`config.mk`:
```
export PLATFORM = sky130hd
export DESIGN_NAME = cfg_initiator
export DESIGN_NICKNAME = d
export VERILOG_FILES = /design/src/rtl/cfg_initiator_pkg.sv /design/src/rtl/cfg_req_buffer.sv /design/src/rtl/cfg_initiator.sv
export SDC_FILE = /design/constraint.sdc
export NUM_CORES = 1
export LEC_CHECK = 0
export ABC_AREA = 1
export CORE_MARGIN = 5
export CORE_UTILIZATION = 51
export DETAILED_ROUTE_END_ITERATION = 10
export PLACE_DENSITY = 0.77
export SETUP_SLACK_MARGIN = 0.4
export SYNTH_ARGS = -nofsm -noshare
export SYNTH_HDL_FRONTEND = slang
export SYNTH_SLANG_ARGS = --single-unit
```
`constraint.sdc`:
```
create_clock -name Clk -period 1.3 [get_ports Clk]
set_input_delay 0.26 -clock Clk [delete_from_list [all_inputs] [get_ports Clk]]
set_output_delay 0.26 -clock Clk [all_outputs]
set_load 0.03 [all_outputs]
```
`src/rtl/cfg_initiator_pkg.sv`:
```
// Shared widths, resolution codes and FSM encoding for the VGA config initiator.
// Resolution codes match the VGA_Control receiver.
package cfg_initiator_pkg;

  localparam int CONFIG_WIDTH = 2;
  localparam logic [CONFIG_WIDTH-1:0] VGA_ADDR = 2'b10;

  localparam logic [CONFIG_WIDTH-1:0] R6X4  = 2'd0;
  localparam logic [CONFIG_WIDTH-1:0] R8X6  = 2'd1;
  localparam logic [CONFIG_WIDTH-1:0] R10X7 = 2'd2;
  localparam int NUM_MODES = 3;

  typedef enum logic [1:0] {
    ST_IDLE     = 2'd0,
    ST_DRIVE    = 2'd1,
    ST_WAIT_ACK = 2'd2
  } cfg_state_e;

  typedef enum logic {
    REQ_SET  = 1'b0,
    REQ_NEXT = 1'b1
  } req_kind_e;

  function automatic logic [CONFIG_WIDTH-1:0] next_mode(input logic [CONFIG_WIDTH-1:0] cur);
    return (cur == CONFIG_WIDTH'(NUM_MODES - 1)) ? '0 : cur + CONFIG_WIDTH'(1);
  endfunction

endpackage

```
`src/rtl/cfg_req_buffer.sv`:
```
// Request decode plus a one-entry, latest-wins request buffer.
// Next requests are resolved against cur_mode when dispatched, not when captured.
module cfg_req_buffer
  import cfg_initiator_pkg::*;
(
  input  logic                    clk,
  input  logic                    rst,
  input  logic                    set_req,
  input  logic                    next_req,
  input  logic [CONFIG_WIDTH-1:0] set_mode,
  input  logic [CONFIG_WIDTH-1:0] cur_mode,
  input  logic                    store,
  input  logic                    pop,
  output logic                    req_valid,
  output logic                    req_invalid,
  output logic [CONFIG_WIDTH-1:0] req_target,
  output logic                    buf_valid,
  output logic [CONFIG_WIDTH-1:0] buf_target
);

  req_kind_e               kind_q;
  logic [CONFIG_WIDTH-1:0] mode_q;
  logic                    mode_ok;

  // Set has priority over Next, even when its mode is out of range.
  assign mode_ok     = set_mode < CONFIG_WIDTH'(NUM_MODES);
  assign req_invalid = set_req && !mode_ok;
  assign req_valid   = set_req ? mode_ok : next_req;
  assign req_target  = set_req ? set_mode : next_mode(cur_mode);
  assign buf_target  = (kind_q == REQ_SET) ? mode_q : next_mode(cur_mode);

  always_ff @(posedge clk) begin
    if (rst) begin
      buf_valid <= 1'b0;
      kind_q    <= REQ_NEXT;
      mode_q    <= '0;
    end else if (store) begin
      buf_valid <= 1'b1;
      kind_q    <= set_req ? REQ_SET : REQ_NEXT;
      mode_q    <= set_mode;
    end else if (pop) begin
      buf_valid <= 1'b0;
    end
  end

endmodule

```
`src/rtl/cfg_initiator.sv`:
```
// Config-bus master for VGA_Control: single-cycle register writes with ack
// timeout, bounded retry and a one-entry request buffer.
//
// state       | meaning
// ST_IDLE     | no transaction; dispatch buffered entry first, else a new request
// ST_DRIVE    | one-cycle write strobe on the config bus
// ST_WAIT_ACK | waiting for C_rdy; timeout leads to retry or Error
module cfg_initiator
  import cfg_initiator_pkg::*;
#(
  parameter int TIMEOUT_CYCLES = 16,
  parameter int TIMEOUT_WIDTH  = 5,
  parameter int MAX_RETRY      = 3,
  parameter int RETRY_WIDTH    = 2
) (
  input  logic                    Clk,
  input  logic                    Rst,
  input  logic                    Next_req,
  input  logic                    Set_req,
  input  logic [CONFIG_WIDTH-1:0] Set_mode,
  input  logic                    C_rdy,
  output logic                    C_valid,
  output logic [CONFIG_WIDTH-1:0] C_addr,
  output logic [CONFIG_WIDTH-1:0] C_data,
  output logic                    Busy,
  output logic                    Done,
  output logic                    Error,
  output logic [CONFIG_WIDTH-1:0] Cur_mode
);

  localparam logic [TIMEOUT_WIDTH-1:0] TMO_LAST  = TIMEOUT_WIDTH'(TIMEOUT_CYCLES - 1);
  localparam logic [RETRY_WIDTH-1:0]   RETRY_MAX = RETRY_WIDTH'(MAX_RETRY);

  cfg_state_e               state_q, state_d;
  logic [TIMEOUT_WIDTH-1:0] tmo_q, tmo_d;
  logic [RETRY_WIDTH-1:0]   retry_q, retry_d;
  logic                     c_valid_d, busy_d, done_d, error_d;
  logic [CONFIG_WIDTH-1:0]  c_addr_d, c_data_d, cur_mode_d;

  logic                     req_valid, req_invalid, buf_valid, store, pop, buf_pending;
  logic [CONFIG_WIDTH-1:0]  req_target, buf_target;

  cfg_req_buffer u_req_buffer (
    .clk        (Clk),
    .rst        (Rst),
    .set_req    (Set_req),
    .next_req   (Next_req),
    .set_mode   (Set_mode),
    .cur_mode   (Cur_mode),
    .store      (store),
    .pop        (pop),
    .req_valid  (req_valid),
    .req_invalid(req_invalid),
    .req_target (req_target),
    .buf_valid  (buf_valid),
    .buf_target (buf_target)
  );

  // A request is buffered unless it can be dispatched directly from an empty IDLE.
  assign store       = req_valid && ((state_q != ST_IDLE) || buf_valid);
  assign pop         = (state_q == ST_IDLE) && buf_valid;
  assign buf_pending = store || buf_valid;

  always_comb begin
    state_d    = state_q;
    tmo_d      = tmo_q;
    retry_d    = retry_q;
    c_valid_d  = 1'b0;
    c_addr_d   = '0;
    c_data_d   = C_data;
    busy_d     = Busy;
    done_d     = 1'b0;
    error_d    = req_invalid;
    cur_mode_d = Cur_mode;

    unique case (state_q)
      ST_IDLE: begin
        busy_d = 1'b0;
        if (buf_valid || req_valid) begin
          state_d   = ST_DRIVE;
          c_valid_d = 1'b1;
          c_addr_d  = VGA_ADDR;
          c_data_d  = buf_valid ? buf_target : req_target;
          busy_d    = 1'b1;
          tmo_d     = '0;
          retry_d   = '0;
        end
      end
      ST_DRIVE: begin
        // C_rdy here is a stale or post-reset Load and is ignored.
        state_d = ST_WAIT_ACK;
        busy_d  = 1'b1;
      end
      ST_WAIT_ACK: begin
        if (C_rdy) begin
          state_d    = ST_IDLE;
          cur_mode_d = C_data;
          done_d     = 1'b1;
          retry_d    = '0;
          busy_d     = buf_pending;
        end else if (tmo_q == TMO_LAST) begin
          if (retry_q < RETRY_MAX) begin
            state_d   = ST_DRIVE;
            c_valid_d = 1'b1;
            c_addr_d  = VGA_ADDR;
            retry_d   = retry_q + RETRY_WIDTH'(1);
            tmo_d     = '0;
          end else begin
            state_d = ST_IDLE;
            error_d = 1'b1;
            busy_d  = buf_pending;
          end
        end else begin
          tmo_d = tmo_q + TIMEOUT_WIDTH'(1);
        end
      end
      default: begin
        state_d = ST_IDLE;
        busy_d  = 1'b0;
      end
    endcase
  end

  always_ff @(posedge Clk) begin
    if (Rst) begin
      state_q  <= ST_IDLE;
      tmo_q    <= '0;
      retry_q  <= '0;
      C_valid  <= 1'b0;
      C_addr   <= '0;
      C_data   <= '0;
      Busy     <= 1'b0;
      Done     <= 1'b0;
      Error    <= 1'b0;
      Cur_mode <= R6X4;
    end else begin
      state_q  <= state_d;
      tmo_q    <= tmo_d;
      retry_q  <= retry_d;
      C_valid  <= c_valid_d;
      C_addr   <= c_addr_d;
      C_data   <= c_data_d;
      Busy     <= busy_d;
      Done     <= done_d;
      Error    <= error_d;
      Cur_mode <= cur_mode_d;
    end
  end

endmodule

```
==> reports/qor.yml, run 1 <==
dp_hpwl_um: 1746
wl_per_cell_um: 13.82
use_met2_pct: 38.58
fin_nets: 191
crit_chain: "ha_4, nand4_1, nand2_1, nand2_2, nand2_4, nand2_2, a21oi_2"
cpMaxStageDelayCell: "dfxtp_2"
grt_max_degree: 13
synthTopCellsByArea: "dfxtp_1 (41%), nand2_1 (11%), nor2_1 (8.5%), nand3_1 (4.9%), nand2_2 (4.3%)"
register_area_um2: 447.9
cts.path.max_buffers: 2
dpl-instance-area_um2: 1318
synth_top_area_share_pct: 41.18
ant_nets: 0
clock_sink_count: 21
p_switching_uw: 565.0
p_comb_share_pct: 33.1
worst_ep_required_time_ns: 1.54
p_leak_uw: 0.0006859
grt_pass1_vias: 1073
grtUsageTotal_pct: 19.93
htreeDepth: 1
critical_path_class: "reg2reg"
rsz0062_at_grt: "yes"
clkLatencyLatePin_ns: 0.31
hp-class: "in2reg"
hold_violations: 0
cap_violations: 0
portBuffers: 15
final_common_cell: "buf_4"
antenna_cells: 0
switching_share_pct: 35.34
cp_max_fo: 4
synth_area_leader_cell: "dfxtp_1"
initial_core_util_pct: 52.58
cts-root-buf: "clkbuf_4"
outcome: "complete, no violations"
dpl_worst_slack_ns: -0.2150
yosysWarnings: 0
period_minus_slack_ns: 1.222
fin_ws_ns: 0.07769
avgSynthCellArea_um2: 7.190
dieArea_um2: 2996
dieHeight_um: 54.74
crit_path_start_kind: "flip-flop"
cp-end-kind: "flip-flop"
syn_to_final_growth_pct: 54.29
syn_inst: 142
ys_ff_latch: 21
ctsHoldBuffers: 0
use_met1_pct: 20.10
layout-drive-gt1-share_pct: 55.25
overflow: 0
grt_pass1_wl_um: 4298
slowest_delay_ns: 0.37
synth_area_um2: 1021
placeableCoreArea_um2: 1942
vias_per_cell: 5.236
numCtsBuffers: 3
dieWidth_um: 54.74
io_pins: 17
use_met3_pct: 2.725
finClkSkew_ns: 0.008343
layout_common_cells: "buf_4 (22), nand2_1 (20), nor2_1 (18)"
power_density_nw_per_um2: 1015
stdcell_area_um2: 1575
drtPass1Iterations: 4
grt.busiest_layer: "met2"
cp.arrival_ns: 1.47
drtIter0Drc: 10
wl_um: 2875
vias: 1089
period_share_pct: 94.02
ir_drop_uv: 881.7
sequentialPowerShare_pct: 47.1
crit_top_cell: "nand2_2"
drv_slew: 0
drcViolationCount: 0
synth_seq_area_share_pct: 41.18
num_rows: 16
p_int_uw: 1034
clk_pin_slew_ns: 0.11
fmax_ghz: 0.8181
antenna_found_initial: 0
multi_input_area_um2: 671.9
p_clk_share_pct: 19.8
synth_cell_types: 23
cts_tree: "built"
setup-violations-final: 0
synthesis.nets: 151
fillCellCount: 117
gp_congestion: 0.8125
## registers in the layout, summed over array words and instances (netlist names), 2 cells and up
name and count:
tmo_q 5, state_q 2, retry_q 2, u_req_buffer.mode_q 2, C_data 2, Cur_mode 2
## what timing repair did
action / 4_1_cts / 5_1_grt
pin swaps: 15 / 12
buffers inserted: 8 / 3
gates resized for setup: 89 / 22
setup endpoints to repair: 29 / 29
## kinds of logic (layout without fill, tap and decap cells)
family	Yosys count	in the layout	share of synthesized area, %
fa+ha+maj	2	2	2.451
xor+xnor	2	2	1.716
buf+inv	17	56	6.983
compound gates	24	24	14.34
simple gates	75	75	32.97
other cells	1	1	0.3673
flops	21	21	41.18
## layout make-up
| cell class | count | area share, % |
|---|---|---|
| clock buffer | 3 | 1.430 |
| clock inverter | 1 | 0.3177 |
| inverter | 14 | 3.971 |
| multi-input combinational | 104 | 42.65 |
| sequential | 21 | 28.44 |
| tap | 27 | 2.145 |
| timing repair buffer | 38 | 21.05 |
## power groups by stage
stage / Combinational, uW / Clock (uW) / Sequential (uW)
3_3_place_gp: 396 / 0 / 750
2_1_floorplan: 222 / 0 / 789
6_report: 529 / 317 / 753
5_1_grt: 573 / 347 / 756
4_1_cts: 461 / 314 / 744
3_5_place_dp: 405 / 0 / 750
## cell usage after synthesis
| cell type | number |
|---|---|
| dfxtp_1 | 21 |
| nor2_1 | 23 |
| ha_1 | 2 |
| o21ai_1 | 2 |
| nor2_2 | 1 |
| nand4_1 | 2 |
| inv_1 | 9 |
| xnor2_1 | 2 |
| o21ai_0 | 7 |
| nand2_1 | 29 |
| and3_1 | 1 |
| buf_4 | 2 |
| clkinv_1 | 1 |
| a21oi_1 | 8 |
| o211ai_2 | 1 |
| nor2_4 | 2 |
| inv_2 | 4 |
| nand3_1 | 10 |
| conb_1 | 1 |
| a21oi_2 | 3 |
| clkbuf_1 | 1 |
| nand2_2 | 7 |
| o211ai_1 | 3 |
## worst max-delay path: cells and delay by family, from the launching register on
family          cells  cell delay [ns]
simple gates        5             0.53
compound gates      1             0.10
flops               1             0.37
fa+ha+maj           1             0.14
## metrics by stage
step	power, uW	instances	utilization (%)	hold slack, ns	TNS (ns)
after floorplan	1011	142	-	0.3291	0
after global placement	1146	193	67.85	0.4605	-2.626
final	1599	208	81.12	0.4508	0
after CTS	1519	205	76.61	0.4658	0
after global routing	1676	208	81.12	0.4824	0
after detailed placement	1155	193	67.85	0.4709	-3.052
## routing by layer
metal	wire length, um	up-vias
met5	0	-
met4	44	0
met3	157	6
met2	1601	40
met1	1071	504
li1	-	539
## final timing paths
| path | startpoint | endpoint | slack, ns | cells after the start |
|---|---|---|---|---|
| setup reg to reg | tmo_q[0] | tmo_q[2] | 0.08 | 7 |
| hold reg to reg | tmo_q[4] | tmo_q[4] | 0.49 | 2 |
| setup / recovery | tmo_q[0] | tmo_q[2] | 0.08 | 7 |
| hold / removal | Set_mode[0] | u_req_buffer.mode_q[0] | 0.45 | 4 |
(Power assumes the default switching activity.)
==> inputs of run 2 (changes only) <==
--- a/config.mk
+++ b/config.mk
@@ -7,9 +7,10 @@
 export LEC_CHECK = 0
 export ABC_AREA = 1
 export CORE_MARGIN = 5
-export CORE_UTILIZATION = 51
+export CORE_UTILIZATION = 46
 export DETAILED_ROUTE_END_ITERATION = 10
-export PLACE_DENSITY = 0.77
+export MAX_ROUTING_LAYER = met4
+export PLACE_DENSITY = 0.73
 export SETUP_SLACK_MARGIN = 0.4
 export SYNTH_ARGS = -nofsm -noshare
 export SYNTH_HDL_FRONTEND = slang
==> constraint.sdc (replaced) <==
create_clock -name Clk -period 1.1 [get_ports Clk]
set_input_delay 0.22 -clock Clk [delete_from_list [all_inputs] [get_ports Clk]]
set_output_delay 0.22 -clock Clk [all_outputs]
set_load 0.03 [all_outputs]
==> run 2 against run 1 <==
  * The run now ends with setup timing left
  * Combinational power grew 29%
  * Routed wire length grew 4.6%
  * Largest power group unchanged
  * Via count rose by 1.7%
  * Largest cell class unchanged
  * Hold slack worse by 0.029 ns
  * Sequential share of layout area is 0.93 points lower
  * Critical path depth did not move
  * Critical endpoint is now tmo_q[3]
  * First-iteration DRC count grew 90%
  * Count of clock-buffer cells in the layout unchanged
  * Power is 22% higher
  * Flip-flop and latch count stayed put
  * Non-clock buffer count is 8 higher
==> reports/qor.yml, run 2 (same netlist as run 1, synthesis figures left out) <==
p_int_uw: 1270  # +23%
ant_nets: 0  # unchanged
worst_ep_required_time_ns: 1.35  # -0.19 ns
portBuffers: 15  # unchanged
crit_start: "tmo_q[0]"
top_register: "tmo_q"
antenna_found_initial: 0  # unchanged
crit_buf_inv: 0  # unchanged
period_minus_slack_ns: 1.215  # -0.007683 ns
r2r_end: "tmo_q[3]"
switching_share_pct: 34.81  # -0.53 points
cp_max_fo: 4  # unchanged
cpMaxStageDelayCell: "dfxtp_2"
clk_pin_slew_ns: 0.12  # about the same
violations: "setup timing"
fillCellCount: 151  # +29%
wl_per_cell_um: 13.86  # +0.29%
drcViolationCount: 0  # unchanged
grt_pass1_wl_um: 4836  # +13%
critical_path_class: "reg2reg"
p_leak_uw: 0.0007272  # +6.0%
rsz0062_at_grt: "yes"
syn_to_final_growth_pct: 59.93
vias_per_cell: 5.101  # -2.6%
outcome: "complete, but fails checks"
rr_startpoint: "tmo_q[0]"
cp-end-kind: "flip-flop"
placeableCoreArea_um2: 2170  # +12%
drv_slew: 0  # unchanged
timing.hold.ws_ns: 0.4219  # -0.02891 ns
ctsHoldBuffers: 0  # unchanged
overflow: 0  # unchanged
num_rows: 17  # +1
crit_path_start_kind: "flip-flop"
hp-class: "in2reg"
dp_hpwl_um: 1960  # +12%
fin_nets: 199  # +4.2%
hold_violations: 0  # unchanged
cp_num_cells: 7  # unchanged
layout_common_cells: "buf_4 (26), nand2_1 (24), nor2_1 (17)"
critPathTopFamily: "simple AND/OR/NAND/NOR gates"
layout-drive-gt1-share_pct: 54.50  # -0.75 points
drtIter0Drc: 19  # +9
grtUsageTotal_pct: 19.45  # -0.48 points
antenna_cells: 0  # unchanged
slowest_delay_ns: 0.37  # about the same
io_pins: 17  # unchanged
cap_violations: 0  # unchanged
power_density_nw_per_um2: 1193  # +18%
finClkSkew_ns: 0.007334  # -0.001009 ns
setup.reg_to_reg.worst_slack_ns: -0.11  # -0.19 ns
dpl_worst_slack_ns: -0.3831  # -0.1681 ns
sequentialPowerShare_pct: 45.8  # -1.3 points
dieHeight_um: 57.11  # +4.3%
drtPass1Iterations: 4  # unchanged
crit_end: "tmo_q[3]"
gp_congestion: 0.7968  # -1.9%
ir_drop_uv: 867.6  # -1.6%
grt_pass1_vias: 1149  # +7.1%
power_uw: 1948  # +22%
cts.path.max_buffers: 2  # unchanged
wl_um: 3008  # +4.6%
cp.arrival_ns: 1.46  # about the same
dpl-instance-area_um2: 1386  # +5.2%
htreeDepth: 1  # unchanged
setup-violations-final: 13  # +13
largest_reg_flops: 5  # unchanged
vias: 1107  # +1.7%
clkLatencyLatePin_ns: 0.30  # about the same
crit_chain: "ha_4, nand4_1, nand2_1, nand2_4, nand2_4, nand2_1, a21oi_2"
instances_no_fill: 217  # +4.3%
numCtsBuffers: 3  # unchanged
cts_tree: "built"
fin_ws_ns: -0.1146  # -0.1923 ns
p_switching_uw: 678.1  # +20%
period_share_pct: 110.4  # +16 points
p_comb_share_pct: 35.1  # +2.0 points
stdcell_area_um2: 1633  # +3.7%
cts-root-buf: "clkbuf_4"
initial_core_util_pct: 47.06  # -5.5 points
holdPathStages: 4  # unchanged
grt_max_degree: 13  # unchanged
reg2regPathDepth: 7  # unchanged
final_common_cell: "buf_4"
min_from: "Set_mode[1]"
dieWidth_um: 57.11  # +4.3%
dieArea_um2: 3262  # +8.8%
dp_cells: 202  # +4.7%
p_clk_share_pct: 19.0  # -0.8 points
clock_sink_count: 21  # unchanged
fmax_ghz: 0.8233  # +0.63%
==> run 2: cell count changes in the layout (fill, tap and decap cells not counted), sizes merged <==
cell,change
buf,+8
clkdlybuf4s50,+1
dlygate4sd2,-1
==> run 2: worst min-delay path by stage <==
stage | to | slack [ns]
final | u_req_buffer.mode_q[1] | 0.42
after global routing | u_req_buffer.mode_q[1] | 0.43
after CTS | u_req_buffer.mode_q[0] | 0.41
after global placement | retry_q[1] | 0.46
after floorplan | Error | 0.29
after detailed placement | retry_q[1] | 0.48
==> run 2: timing repair <==
action                     CTS  global route
setup endpoints to repair   30            30
resized for setup           31            16
setup buffers               11             0
pin swaps                   15             5
==> run 2: final cells by class <==
cell class	count	area (um2)	share of cell area [%]
clock inverter	1	5.005	0.3065
timing repair buffer	46	407.9	24.98
multi-input combinational	104	653.1	40.00
clock buffer	3	22.52	1.379
inverter	14	60.06	3.678
sequential	21	449.2	27.51
tap	28	35.03	2.146
==> run 2: power by group through the flow <==
stage	registers, uW	logic [uW]	clock network, uW
after detailed placement	898	493	0
after floorplan	941	280	0
after global placement	897	481	0
after global routing	899	737	435
after CTS	886	616	386
final	893	684	371
==> run 2: through the flow <==
step | util (%) | TNS (ns)
finish | 75.26 | -0.9387
global route | 75.26 | -2.234
CTS | 73.01 | -0.7131
detailed placement | 63.90 | -6.105
global placement | 63.90 | -5.492
floorplan | - | 0
==> run 2: worst min-delay path, delay by kind of cell <==
family,cells,cell delay [ns]
simple gates,2,0.09
buf+inv,2,0.38
==> run 2: routing by layer <==
layer | global-route usage (%) | routed length (um) | vias up
met5 | - | 0 | -
met4 | 9.603 | 71 | 0
met3 | 3.167 | 103 | 10
met2 | 35.40 | 1694 | 22
met1 | 20.00 | 1139 | 518
li1 | - | - | 557
==> inputs of run 3 (changes only) <==
--- a/config.mk
+++ b/config.mk
@@ -6,6 +6,7 @@
 export NUM_CORES = 1
 export LEC_CHECK = 0
 export ABC_AREA = 1
+export ABC_CLOCK_PERIOD_IN_PS = 1100
 export CORE_MARGIN = 5
 export CORE_UTILIZATION = 46
 export DETAILED_ROUTE_END_ITERATION = 10
==> results of run 3 <==
The final DEF is identical to that of run 2; final timing and power are the same.
